<file path="src/rtl/uart_rx_fifo.sv">
// uart_rx_fifo: parametrised UART receiver feeding a show-ahead receive FIFO.
// Define UART_RX_ERR_TAG_EN to keep errored frames as tagged FIFO entries.
module uart_rx_fifo #(
   parameter int CLK_FREQ   = 10_000_000,
   parameter int BAUD_RATE  = 115_200,
   parameter int DATA_BITS  = 8,
   parameter int PARITY     = 0,
   parameter int STOP_BITS  = 1,
   parameter int FIFO_DEPTH = 16
) (
   input  logic                          clk,
   input  logic                          rst,
   input  logic                          rx,
`ifdef UART_RX_ERR_TAG_EN
   output logic [DATA_BITS+1:0]          out_data,
`else
   output logic [DATA_BITS-1:0]          out_data,
`endif
   output logic                          out_valid,
   input  logic                          out_ready,
   output logic [$clog2(FIFO_DEPTH):0]   fifo_count,
   output logic                          frame_err,
   output logic                          parity_err,
   output logic                          overflow,
   input  logic                          clr_overflow
);

   localparam int BIT_TICKS = CLK_FREQ / BAUD_RATE;
   localparam int TW        = $clog2(BIT_TICKS);
   localparam int NW        = $clog2(DATA_BITS);
   localparam int AW        = $clog2(FIFO_DEPTH);
   localparam int CW        = AW + 1;
`ifdef UART_RX_ERR_TAG_EN
   localparam int OW        = DATA_BITS + 2;
`else
   localparam int OW        = DATA_BITS;
`endif

   localparam logic [TW-1:0] T_FULL = TW'(BIT_TICKS - 1);
   localparam logic [TW-1:0] T_HALF = TW'(BIT_TICKS / 2 - 1);

   if (BIT_TICKS < 4) begin : g_chk_baud
      $error("uart_rx_fifo: BIT_TICKS must be at least 4");
   end
   if (DATA_BITS < 5 || DATA_BITS > 9) begin : g_chk_data
      $error("uart_rx_fifo: DATA_BITS must be 5..9");
   end
   if (PARITY < 0 || PARITY > 2) begin : g_chk_par
      $error("uart_rx_fifo: PARITY must be 0, 1 or 2");
   end
   if (STOP_BITS < 1 || STOP_BITS > 2) begin : g_chk_stop
      $error("uart_rx_fifo: STOP_BITS must be 1 or 2");
   end
   if (FIFO_DEPTH < 2 || (FIFO_DEPTH & (FIFO_DEPTH - 1)) != 0) begin : g_chk_depth
      $error("uart_rx_fifo: FIFO_DEPTH must be a power of two >= 2");
   end

   typedef enum logic [2:0] {
      S_IDLE,
      S_START,
      S_DATA,
      S_PARITY,
      S_STOP
   } state_e;

   state_e               state_q, state_d;
   logic                 rx_meta_q, rxs_q, rxs_prev_q;
   logic [TW-1:0]        timer_q, timer_d;
   logic [NW-1:0]        cnt_q, cnt_d;
   logic [DATA_BITS-1:0] shreg_q, shreg_d;
   logic                 perr_q, perr_d;
   logic                 ferr_q, ferr_d;
   logic                 ppls_q, ppls_d;
   logic                 fall, tick;
   logic                 push;
   logic [OW-1:0]        push_word;

   logic [OW-1:0]        mem_q [FIFO_DEPTH];
   logic [AW-1:0]        wptr_q, rptr_q;
   logic [CW-1:0]        count_q, count_d;
   logic                 ovf_q;
   logic                 full, pop, wr_en, ovf_set;

   assign fall = !rxs_q && rxs_prev_q;
   assign tick = (timer_q == '0);

   // Two-flop rx synchroniser plus one delayed copy for edge detection
   always_ff @(posedge clk or negedge rst) begin
      if (!rst) begin
         rx_meta_q  <= 1'b1;
         rxs_q      <= 1'b1;
         rxs_prev_q <= 1'b1;
      end else begin
         rx_meta_q  <= rx;
         rxs_q      <= rx_meta_q;
         rxs_prev_q <= rxs_q;
      end
   end

   // Receiver state and datapath registers
   always_ff @(posedge clk or negedge rst) begin
      if (!rst) begin
         state_q <= S_IDLE;
         timer_q <= '0;
         cnt_q   <= '0;
         shreg_q <= '0;
         perr_q  <= 1'b0;
         ferr_q  <= 1'b0;
         ppls_q  <= 1'b0;
      end else begin
         state_q <= state_d;
         timer_q <= timer_d;
         cnt_q   <= cnt_d;
         shreg_q <= shreg_d;
         perr_q  <= perr_d;
         ferr_q  <= ferr_d;
         ppls_q  <= ppls_d;
      end
   end

   // Frame FSM: bit-centre sampling, parity/stop checks, push request
   always_comb begin
      state_d   = state_q;
      timer_d   = tick ? timer_q : timer_q - 1'b1;
      cnt_d     = cnt_q;
      shreg_d   = shreg_q;
      perr_d    = perr_q;
      ferr_d    = 1'b0;
      ppls_d    = 1'b0;
      push      = 1'b0;
      push_word = '0;
      unique case (state_q)
         S_IDLE: begin
            if (fall) begin
               timer_d = T_HALF;
               state_d = S_START;
            end
         end
         S_START: begin
            if (tick) begin
               if (!rxs_q) begin
                  timer_d = T_FULL;
                  cnt_d   = '0;
                  perr_d  = 1'b0;
                  state_d = S_DATA;
               end else begin
                  state_d = S_IDLE;
               end
            end
         end
         S_DATA: begin
            if (tick) begin
               shreg_d[cnt_q] = rxs_q;
               timer_d        = T_FULL;
               if (cnt_q == NW'(DATA_BITS - 1)) begin
                  cnt_d   = '0;
                  state_d = (PARITY != 0) ? S_PARITY : S_STOP;
               end else begin
                  cnt_d = cnt_q + 1'b1;
               end
            end
         end
         S_PARITY: begin
            if (tick) begin
               perr_d  = (^shreg_q) ^ rxs_q ^ (PARITY == 1);
               timer_d = T_FULL;
               cnt_d   = '0;
               state_d = S_STOP;
            end
         end
         S_STOP: begin
            if (tick) begin
               timer_d = T_FULL;
               if (!rxs_q) begin
                  ferr_d  = 1'b1;
                  state_d = S_IDLE;
`ifdef UART_RX_ERR_TAG_EN
                  push      = 1'b1;
                  push_word = {1'b1, perr_q, shreg_q};
`endif
               end else if (cnt_q == NW'(STOP_BITS - 1)) begin
                  state_d = S_IDLE;
                  ppls_d  = perr_q;
`ifdef UART_RX_ERR_TAG_EN
                  push      = 1'b1;
                  push_word = {1'b0, perr_q, shreg_q};
`else
                  push      = !perr_q;
                  push_word = shreg_q;
`endif
               end else begin
                  cnt_d = cnt_q + 1'b1;
               end
            end
         end
         default: state_d = S_IDLE;
      endcase
   end

   assign full    = (count_q == CW'(FIFO_DEPTH));
   assign pop     = out_valid && out_ready;
   assign wr_en   = push && (!full || pop);
   assign ovf_set = push && full && !pop;

   // Occupancy follows push/pop; simultaneous push and pop cancel
   always_comb begin
      count_d = count_q;
      unique case ({wr_en, pop})
         2'b10:   count_d = count_q + 1'b1;
         2'b01:   count_d = count_q - 1'b1;
         default: count_d = count_q;
      endcase
   end

   // FIFO storage, pointers and sticky overflow (set beats clear)
   always_ff @(posedge clk or negedge rst) begin
      if (!rst) begin
         for (int i = 0; i < FIFO_DEPTH; i++) begin
            mem_q[i] <= '0;
         end
         wptr_q  <= '0;
         rptr_q  <= '0;
         count_q <= '0;
         ovf_q   <= 1'b0;
      end else begin
         if (wr_en) begin
            mem_q[wptr_q] <= push_word;
            wptr_q        <= wptr_q + 1'b1;
         end
         if (pop) begin
            rptr_q <= rptr_q + 1'b1;
         end
         count_q <= count_d;
         if (ovf_set) begin
            ovf_q <= 1'b1;
         end else if (clr_overflow) begin
            ovf_q <= 1'b0;
         end
      end
   end

   assign out_data   = mem_q[rptr_q];
   assign out_valid  = (count_q != '0);
   assign fifo_count = count_q;
   assign frame_err  = ferr_q;
   assign parity_err = ppls_q;
   assign overflow   = ovf_q;

endmodule

</file>
<file path="config.mk">
export PLATFORM = sky130hd
export DESIGN_NAME = uart_rx_fifo
export DESIGN_NICKNAME = d
export VERILOG_FILES = /design/src/rtl/uart_rx_fifo.sv
export SDC_FILE = /design/constraint.sdc
export NUM_CORES = 1
export LEC_CHECK = 0
export ABC_AREA = 1
export BUFFER_PORTS_ARGS = -buffer_cell sky130_fd_sc_hd__buf_2
export CAP_MARGIN = 20
export CORE_UTILIZATION = 50
export DETAILED_ROUTE_END_ITERATION = 10
export GPL_TIMING_DRIVEN = 0
export PLACE_DENSITY = 0.68
export SYNTH_ARGS = -nofsm -noshare
export SYNTH_HDL_FRONTEND = slang
export SYNTH_SLANG_ARGS = --single-unit
</file>
<file path="constraint.sdc">
create_clock -name clk -period 2.55 [get_ports clk]
set_input_delay 0.3825 -clock clk [delete_from_list [all_inputs] [get_ports clk]]
set_output_delay 0.3825 -clock clk [all_outputs]
set_load 0.02 [all_outputs]
</file>
==> flow_summary.json <==
{
  "outcome": "finished with violations",
  "failed_checks": "setup timing",
  "io_pins": 22,
  "ys.flop_type": "dfrtp_1",
  "end_kind": "output pin",
  "num_vias": 8191,
  "clockBufferDepth": 2,
  "holdCritStartpoint": "rx",
  "seqPwrFrac_pct": 31.6,
  "wire_per_inst_um": 18.7,
  "final.setup.tns_ns": -0.209,
  "setup_viol": 6,
  "start_kind": "flip-flop",
  "peakVddDrop_v": 0.000730,
  "syn_inst": 1147,
  "synth_area_um2": 8880,
  "internal-power_mw": 5.66,
  "path_class": "reg -> out",
  "slew_viol_final": 0,
  "cts_sinks": 169,
  "cts_root_buffer": "clkbuf_16",
  "fin_crit_sh_pct": 103,
  "die_width_um": 135,
  "slowest_stage": "dfrtp_2",
  "clk_latency_ns": 0.43,
  "crit_buf_inv": 3,
  "drt-initial-drc-count": 797,
  "worst_pin_slew_ns": 0.679,
  "tritoncts": "built",
  "num_rows": 48,
  "ys_ff_latch": 169,
  "port_buffers": 21,
  "htreeDepth": 4,
  "switchingPower_mw": 4.07,
  "slew_headroom_pct": 54.5,
  "via_per_inst": 5.70,
  "path_delay_family": "buffers and inverters",
  "fin_ws_ns": -0.0781,
  "grt_pass1_wl_um": 41900,
  "min_period_ns": 2.63,
  "reg2reg_setup_slack_ns": 0.01,
  "antenna-diode-count": 0,
  "reg2regPathDepth": 9,
  "drive_above_1_share_pct": 14.9,
  "avgSynthCellArea_um2": 7.74,
  "grt_usage_pct": 30.4,
  "p_total_mw": 9.73,
  "firstDrtPassIters": 6,
  "required_ns": 2.17,
  "synth_nets": 1166,
  "drt-total-wl_um": 26900,
  "drc": 0,
  "core_um2": 17300,
  "min_to": "rx_meta_q",
  "holdPathStages": 1,
  "critPathMaxStageDelay_ns": 0.45,
  "cts_buffers": 17,
  "fin_nets": 1218,
  "p_sw_share_pct": 41.8,
  "cellPowerDensity_nw_per_um2": 952,
  "dieArea_um2": 18300,
  "p_leak_nw": 5.31,
  "rsz0062_at_grt": "yes",
  "grt_pass1_vias": 7666,
  "fin_skew_ns": 0.00820,
  "max_cap_violations": 0,
  "gr-total-overflow": 0,
  "hold_violations": 0,
  "synth_enable_flop_cells": 0,
  "p_clk_share_pct": 26.1,
  "clkTransAtPathRegs_ns": 0.07,
  "synthArstFlopShare_pct": 100,
  "cp_max_fo": 10,
  "comb_power_share_pct": 42.3,
  "hpwlAfterDp_um": 18000,
  "min_path_type": "in -> reg",
  "fmaxAchievable_ghz": 0.381,
  "fp.dieH_um": 135,
  "place_congestion": 0.944,
  "grt_max_degree": 114,
  "antenna_found_initial": 0,
  "start_util_pct": 51.3,
  "cp_cell_sequence": "inv_2 -> clkbuf_4 -> o21ai_0 -> o221ai_1 -> nand3_1 -> nand2_1 -> buf_2",
  "ys.warnings.count": 0,
  "synth.distinct_cells": 32,
  "arrival_ns": 2.25,
  "ant_nets": 0,
  "r2r-end": "mem_q[121]",
  "syn_to_final_growth_pct": 15.2,
  "seq_area_frac_synth_pct": 47.7,
  "r2r-start": "cnt_q[1]"
}
[cell usage in the layout, fill, tap and decap left out, drive strengths merged, types with 10 or more instances in the layout]
cell	synthesis	routed
dfrtp	166	166
nand3	167	167
xor2	13	13
o21ai	94	94
nor3	20	20
nand2	376	376
clkbuf	27	37
o211ai	20	20
buf	29	71
nor2	122	122
inv	58	62
o221ai	12	12
a21oi	10	10
ha	14	14
[flip-flops by register name (all words and copies together), names as in the netlist]
| signal | count |
|---|---|
| timer_q | 7 |
| state_q | 3 |
| rxs_prev_q | 1 |
| perr_q | 1 |
| shreg_q | 8 |
| mem_q | 128 |
| cnt_q | 3 |
| overflow | 1 |
| wptr_q | 4 |
| rptr_q | 4 |
| frame_err | 1 |
| fifo_count | 5 |
| rxs_q | 1 |
| parity_err | 1 |
| rx_meta_q | 1 |
[worst max path at each step]
stage / slack [ns] / end / depth (start not counted) / from
floorplan: 0.03 / fifo_count[4] / 15 / rxs_q
global placement: -1.62 / fifo_count[1] / 1 / rst
detailed placement: -0.42 / fifo_count[4] / 15 / rxs_q
CTS: 0.0007 / fifo_count[4] / 15 / state_q[1]
global route: -0.14 / fifo_count[4] / 15 / fifo_count[2]
finish: -0.08 / out_data[0] / 7 / rptr_q[1]
[stage by stage]
stage	hold WS (ns)	worst slack, ns	area (um^2)	util (%)	instances
after floorplan	0.0869	0.0255	8880	-	1147
after global placement	0.348	-1.62	9270	53.6	1393
after detailed placement	0.336	-0.415	9300	53.8	1394
after CTS	0.0354	0.000722	10000	57.9	1431
after global routing	0.0368	-0.138	10200	59.1	1437
final	0.0472	-0.0781	10200	59.1	1437
[cell families after synthesis]
logic type | after synthesis | synth area share, %
AO/OA/AOI/OAI | 140 | 9.08
AND/OR/NAND/NOR | 691 | 33.8
XOR/XNOR | 16 | 1.58
flip-flops | 169 | 47.7
adder cells (fa/ha/maj) | 14 | 1.97
buffers and inverters | 117 | 5.89
[per-layer routing]
metal | wire length, um | global-route usage, %
met3 | 1990 | 4.90
met2 | 12300 | 47.5
met1 | 11400 | 41.1
met5 | 0 | 0
met4 | 1290 | 14.7
[Yosys cell counts, drive strengths merged, types with 6 or more instances]
library cell / instances / area, um^2
inv: 58 / 218
nor3: 20 / 169
buf: 29 / 193
o211ai: 20 / 150
clkbuf: 27 / 101
o21ai: 94 / 470
dfrtp: 166 / 4150
xor2: 13 / 114
nand3: 167 / 841
nor2: 122 / 495
nand2: 376 / 1460
ha: 14 / 175
a21oi: 10 / 50.1
nand4: 6 / 37.5
o221ai: 12 / 105
[power groups by stage]
stage / Sequential [mW] / Clock, mW / Combinational [mW]
after floorplan: 3.09 / 0 / 2.35
after global placement: 3.07 / 0 / 3.50
after detailed placement: 3.08 / 0 / 3.54
after CTS: 3.07 / 2.57 / 3.64
after global routing: 3.10 / 2.68 / 4.40
final: 3.07 / 2.54 / 4.12
[worst register-to-register path: stages (launching register included)]
cell,delay [ns]
dfrtp_2,0.44
inv_1,0.08
ha_1,0.17
inv_1,0.06
nor2_2,0.31
nand3_1,0.16
nor3_2,0.53
buf_2,0.49
nand3_1,0.14
nand2_1,0.10
[final cells by class]
| class | count | area [um^2] |
|---|---|---|
| buffer | 50 | 342 |
| clock buffer | 21 | 460 |
| clock inverter | 11 | 111 |
| fill | 1579 | 7070 |
| inverter | 61 | 243 |
| multi-input combinational | 861 | 4240 |
| sequential | 169 | 4240 |
| tap | 225 | 282 |
| timing repair buffer | 39 | 308 |
[repair_timing]
item | CTS | global route
pin swaps | 3 | 14
hold buffers | 1 | 0
endpoints found under the hold margin | 56 | 0
endpoints found under the setup margin | 51 | 42
resized for setup | 36 | 53
gates cloned | 0 | 1
buffers inserted | 8 | 7
(Power assumes the default switching activity.)
